File: src/rtl/dac_spi_pkg.sv
// Shared types and constants for the DAC121S101-class SPI transmitter.
// Frame layout: {2'b00, pd[1:0], sample[11:0]}, sent MSB first.
package dac_spi_pkg;

  typedef enum logic [1:0] {
    IDLE  = 2'd0,
    SHIFT = 2'd1,
    GAP   = 2'd2
  } state_e;

  localparam int FRAME_BITS = 16;
  localparam int DAC_BITS   = 12;

  localparam logic [1:0] PD_NORMAL = 2'b00;
  localparam logic [1:0] PD_1K     = 2'b01;
  localparam logic [1:0] PD_100K   = 2'b10;
  localparam logic [1:0] PD_HIZ    = 2'b11;

  function automatic logic [FRAME_BITS-1:0] pack_frame(input logic [1:0] pd,
                                                       input logic [DAC_BITS-1:0] sample);
    return {2'b00, pd, sample};
  endfunction

endpackage

File: src/rtl/dac_spi_tx_clk_gen.sv
// SCLK divider for the DAC transmitter: runs only while enabled, reports the
// sclk level for the next cycle plus bit-boundary and last-bit strobes.
module spi_clk_gen
  import dac_spi_pkg::*;
#(
  parameter int DIV_LOG2 = 5
) (
  input  logic clk,
  input  logic rst,
  input  logic en_i,
  output logic sclk_nxt_o,
  output logic bit_stb_o,
  output logic last_stb_o
);

  localparam logic [DIV_LOG2-1:0] DIV_ONE = 1;

  logic [DIV_LOG2-1:0] div_q;
  logic [DIV_LOG2-1:0] div_nxt;
  logic [4:0]          bit_q;

  // div_q is the phase of the current cycle within its bit period; the first
  // half of every period drives sclk high, the second half low.
  assign div_nxt    = div_q + DIV_ONE;
  assign bit_stb_o  = en_i & (&div_q);
  assign last_stb_o = bit_stb_o & (bit_q == 5'(FRAME_BITS - 1));
  assign sclk_nxt_o = ~en_i | ~div_nxt[DIV_LOG2-1];

  always_ff @(posedge clk or negedge rst) begin
    if (!rst) begin
      div_q <= '0;
      bit_q <= '0;
    end else if (!en_i) begin
      div_q <= '0;
      bit_q <= '0;
    end else begin
      div_q <= div_nxt;
      if (bit_stb_o) bit_q <= bit_q + 5'd1;
    end
  end

endmodule

File: src/rtl/dac_spi_tx.sv
// SPI master writing 16-bit frames to a 12-bit serial DAC (PmodDA2-style).
// Handshake: a word transfers on a rising clk edge where valid and ready are both 1.
module dac_spi_tx
  import dac_spi_pkg::*;
#(
  parameter int DIV_LOG2   = 5,
  parameter int DATA_W     = 12,
  parameter int GAP_CYCLES = 32
) (
  input  logic              clk,
  input  logic              rst,
  input  logic [DATA_W-1:0] din,
  input  logic [1:0]        pd,
  input  logic              valid,
  output logic              ready,
  output logic              done,
  output logic              sclk,
  output logic              sync,
  output logic              mosi,
  output logic [1:0]        dbg_state
);

  localparam int GW = $clog2(GAP_CYCLES + 1);

  state_e                state_q, state_d;
  logic [FRAME_BITS-1:0] frame_q, frame_d;
  logic [FRAME_BITS-1:0] word;
  logic [GW-1:0]         gap_q, gap_d;
  logic sclk_q, sclk_d, sync_q, sync_d, mosi_q, mosi_d;
  logic ready_q, ready_d, done_q, done_d;
  logic sclk_nxt, bit_stb, last_stb;

  assign word = pack_frame(pd, din);

  spi_clk_gen #(.DIV_LOG2(DIV_LOG2)) u_clk_gen (
    .clk        (clk),
    .rst        (rst),
    .en_i       (state_q == SHIFT),
    .sclk_nxt_o (sclk_nxt),
    .bit_stb_o  (bit_stb),
    .last_stb_o (last_stb)
  );

  always_comb begin
    state_d = state_q;
    frame_d = frame_q;
    gap_d   = gap_q;
    sclk_d  = sclk_q;
    sync_d  = sync_q;
    mosi_d  = mosi_q;
    ready_d = ready_q;
    done_d  = 1'b0;
    unique case (state_q)
      IDLE: begin
        if (valid && ready_q) begin
          state_d = SHIFT;
          frame_d = word;
          mosi_d  = word[FRAME_BITS-1];
          sync_d  = 1'b0;
          sclk_d  = 1'b1;
          ready_d = 1'b0;
        end
      end
      SHIFT: begin
        sclk_d = sclk_nxt;
        if (last_stb) begin
          state_d = GAP;
          sync_d  = 1'b1;
          sclk_d  = 1'b1;
          mosi_d  = 1'b0;
          done_d  = 1'b1;
          gap_d   = '0;
        end else if (bit_stb) begin
          // frame_q[15] is already on the wire, so the next bit sits at [14]
          mosi_d  = frame_q[FRAME_BITS-2];
          frame_d = frame_q << 1;
        end
      end
      GAP: begin
        if (gap_q == GW'(GAP_CYCLES - 1)) begin
          state_d = IDLE;
          ready_d = 1'b1;
        end else begin
          gap_d = gap_q + GW'(1);
        end
      end
      default: state_d = IDLE;
    endcase
  end

  always_ff @(posedge clk or negedge rst) begin
    if (!rst) begin
      state_q <= IDLE;
      frame_q <= '0;
      gap_q   <= '0;
      sclk_q  <= 1'b1;
      sync_q  <= 1'b1;
      mosi_q  <= 1'b0;
      ready_q <= 1'b1;
      done_q  <= 1'b0;
    end else begin
      state_q <= state_d;
      frame_q <= frame_d;
      gap_q   <= gap_d;
      sclk_q  <= sclk_d;
      sync_q  <= sync_d;
      mosi_q  <= mosi_d;
      ready_q <= ready_d;
      done_q  <= done_d;
    end
  end

  assign ready     = ready_q;
  assign done      = done_q;
  assign sclk      = sclk_q;
  assign sync      = sync_q;
  assign mosi      = mosi_q;
  assign dbg_state = state_q;

endmodule

File: config.mk
export PLATFORM = sky130hd
export DESIGN_NAME = dac_spi_tx
export DESIGN_NICKNAME = d
export VERILOG_FILES = /design/src/rtl/dac_spi_pkg.sv /design/src/rtl/dac_spi_tx_clk_gen.sv /design/src/rtl/dac_spi_tx.sv
export SDC_FILE = /design/constraint.sdc
export NUM_CORES = 1
export LEC_CHECK = 0
export BUFFER_PORTS_ARGS = -buffer_cell sky130_fd_sc_hd__buf_4
export CORE_ASPECT_RATIO = 1.1
export CORE_MARGIN = 5
export CORE_UTILIZATION = 45
export DETAILED_ROUTE_END_ITERATION = 8
export PLACE_DENSITY = 0.69
export REMOVE_ABC_BUFFERS = 1
export SLEW_MARGIN = 20
export SYNTH_ARGS = -nofsm -noshare
export SYNTH_HDL_FRONTEND = slang
export SYNTH_SLANG_ARGS = --single-unit
File: constraint.sdc
create_clock -name clk -period 4.6 [get_ports clk]
set_input_delay 0.23 -clock clk [delete_from_list [all_inputs] [get_ports clk]]
set_output_delay 0.23 -clock clk [all_outputs]
set_load 0.03 [all_outputs]
==> out/qor.yml <==
sta:
  max_slew.worst_pin.slew_ns: 0.784
  slew_headroom: 0.477
  clock_skew_ns: 0.00635
  finalCritPeriodShare: 0.528
  max_freq_ghz: 0.412
  slew_violations: 0
  fin_tns_setup_ns: 0
  setup_viol: 0
  final_hold_viol_count: 0
  rsz0062_at_grt: "no"
  period_minus_slack_ns: 2.43
clock_tree:
  cts_buffer_depth: 2
  htreeDepth: 2
  cts_sinks: 38
  clock_latency_ns: 0.29
  cts_resized: 0
  clockRootBuffer: "clkbuf_8"
  cts.clk_slew.worst_paths_ns: 0.07
  cts_tree: "done"
  cts_buffers: 5
synthesis:
  synth_top_flop_cell: "dfrtp_1"
  post-synth-top-count-cell: "dfrtp_1"
  yosys.area.top_type: "dfrtp_1"
  ys_ff_latch: 38
  syn_inst: 149
  ys_warn_count: 0
  synth_edf_count: 0
  synth.top_cell.area_share: 0.475
  yosysSeqAreaShare: 0.518
  ys_async_sr_fraction: 1.00
  avgSynthCellArea_um2: 12.4
  synthTopCellsByCount: "35 x dfrtp_1, 23 x mux2_2, 10 x nand2_1, 8 x nor2_1"
  synth_cell_type_count: 34
  synth_area_leaders: "dfrtp_1 47%, mux2_2 14%, dfstp_2 4.3%"
  synth_area_um2: 1840
run:
  maxCapViolCount: 0
worst_setup_path:
  cp.required_ns: 4.77
  crit_top_cell: "ha_1"
  max_stage_delay_ns: 0.63
  critPathMaxFanout: 14
  timing.rr.start: "u_clk_gen.div_q[0]"
  startpoint_type: "flip-flop"
  path_cells: "ha_1 > and3_1 > ha_1 > nand3b_1 > a21oi_2 > mux2_2"
  worstPathArrival_ns: 2.60
  crit-reg2reg-capture: "frame_q[13]"
  critPathKind: "flip-flop to flip-flop"
  crit_slowest_cell: "a21oi_2"
  r2r_setup_slack_ns: 2.17
  rr_worst_depth: 6
  endpoint_kind: "flip-flop"
floorplan:
  core_um2: 3960
  ios: 24
  dieArea_um2: 5480
  chipWidth_um: 71.0
  die_h_um: 77.1
  row_count: 24
  start_util: 0.465
final_layout:
  antennaDiodeCount: 0
  fill_cells: 372
  multi_input_area_um2: 826
  syn2layout_area_growth_pct: 16.4
  final_nets: 197
  layout-drive-gt1-share: 0.358
  seq_area_um2: 955
drt:
  dr.pass1.iters: 6
  post_drt_wl_per_cell_um: 14.8
  finalWirelength_mm: 3.36
  dr_total_vias: 1213
  drtIter0Drc: 37
  final_antenna_net_count: 0
  drcViolationCount: 0
  via_per_inst: 5.32
power:
  power_mw: 0.605
  leakagePower_nw: 0.986
  peakVddDrop_mv: 0.209
  cellPowerDensity_nw_per_um2: 282
global_routing:
  track_usage: 0.133
  grt_pass1_vias: 1266
  grt_pass1_wl_mm: 5.80
  antenna_found_initial: 0
  grt_overflow_total: 0
  grt_max_degree: 39
min_path:
  min_path_cells: 3
  whs_endpoint: "frame_q[0]"
  min-delay-path-class: "primary input to flip-flop"
  min-delay-start: "din[0]"
place:
  post-dp-hpwl_mm: 2.42
  port_buffers: 23
  gp_congestion: 0.681
status:
  status: "completed"
[per-stage QoR]
step / setup slack, ns / cell area, um^2 / hold WS [ns] / instances / utilization
final: 2.17 / 2150 / 0.200 / 228 / 0.541
after global routing: 2.05 / 2150 / 0.203 / 228 / 0.541
after floorplan: 2.24 / 1800 / -0.0656 / 143 / -
after detailed placement: 2.16 / 2040 / 0.220 / 219 / 0.516
after global placement: 2.27 / 2040 / 0.216 / 219 / 0.516
after CTS: 2.14 / 2150 / 0.195 / 228 / 0.541
[layout by cell type (no fill, tap or decap), types with 3 or more instances in the layout]
| cell | synthesis | routed |
|---|---|---|
| mux2i_1 | 5 | 5 |
| mux2_2 | 23 | 23 |
| clkbuf_8 | 0 | 6 |
| nand3_1 | 3 | 3 |
| buf_4 | 0 | 24 |
| nor2_1 | 8 | 8 |
| nor2b_1 | 3 | 3 |
| mux2_4 | 4 | 4 |
| dfrtp_1 | 35 | 35 |
| inv_1 | 5 | 5 |
| a21oi_1 | 5 | 5 |
| a32o_1 | 3 | 3 |
| dfstp_2 | 3 | 3 |
| nand2_1 | 10 | 10 |
| ha_1 | 5 | 5 |
| and4b_1 | 3 | 3 |
| xor2_1 | 3 | 3 |
[critical path, delay by kind of cell, from the launching register on]
family | cells | cell delay [ns]
AND/OR/NAND/NOR | 2 | 0.30
adder cells (fa/ha/maj) | 2 | 0.58
multiplexers | 1 | 0.42
AO/OA/AOI/OAI | 1 | 0.63
flip-flops | 1 | 0.38
[where the power goes]
group,internal (mW),switching [mW],total (mW)
combinational,0.0184,0.0113,0.0297
clock,0.121,0.112,0.233
sequential,0.340,0.00295,0.343
total,0.479,0.126,0.605
[worst max-delay path by stage]
| stage | from | endpoint | cells past startpoint |
|---|---|---|---|
| after CTS | u_clk_gen.div_q[0] | frame_q[1] | 6 |
| after detailed placement | u_clk_gen.div_q[0] | frame_q[13] | 6 |
| final | u_clk_gen.div_q[0] | frame_q[13] | 6 |
| after global routing | u_clk_gen.div_q[0] | frame_q[9] | 6 |
| after floorplan | dbg_state[0] | frame_q[1] | 3 |
| after global placement | u_clk_gen.div_q[0] | frame_q[11] | 6 |
[repair_timing]
item                                   in CTS  in global routing
buffers inserted                            0                  0
endpoints found under the hold margin      35                  0
hold buffers                                1                  0
setup endpoints to repair                   0                  0
[layout make-up]
type / count / share of cell area
clock buffer: 7 / 0.0402
sequential: 38 / 0.445
timing repair buffer: 25 / 0.0886
tap: 52 / 0.0303
multi-input combinational: 100 / 0.385
inverter: 5 / 0.00875
clock inverter: 1 / 0.00233
[routing by layer]
metal	global-route usage	share of wire	wire length [um]	vias up
li1	-	-	-	585
met2	0.224	0.49	1660	27
met3	0.0458	0.057	191	7
met4	0.0451	0.015	52	0
met5	0	0	0	-
met1	0.157	0.43	1460	594
[sequential cells by signal, indices dropped and copies added (netlist names)]
name,count
done,1
ready,1
mosi,1
u_clk_gen.div_q,5
u_clk_gen.bit_q,5
gap_q,6
sync,1
dbg_state,2
frame_q,15
sclk,1
[cells by family (layout without fill, tap and decap cells)]
family          after synthesis  in the layout  synth area share
simple gates                 43             43             0.133
flops                        38             38             0.518
mux                          32             32             0.200
compound gates               15             15            0.0570
buf+inv                      11             38            0.0346
fa+ha+maj                     5              5            0.0339
xor+xnor                      5              5            0.0237
Note: power is estimated with default switching activity, not from simulation.
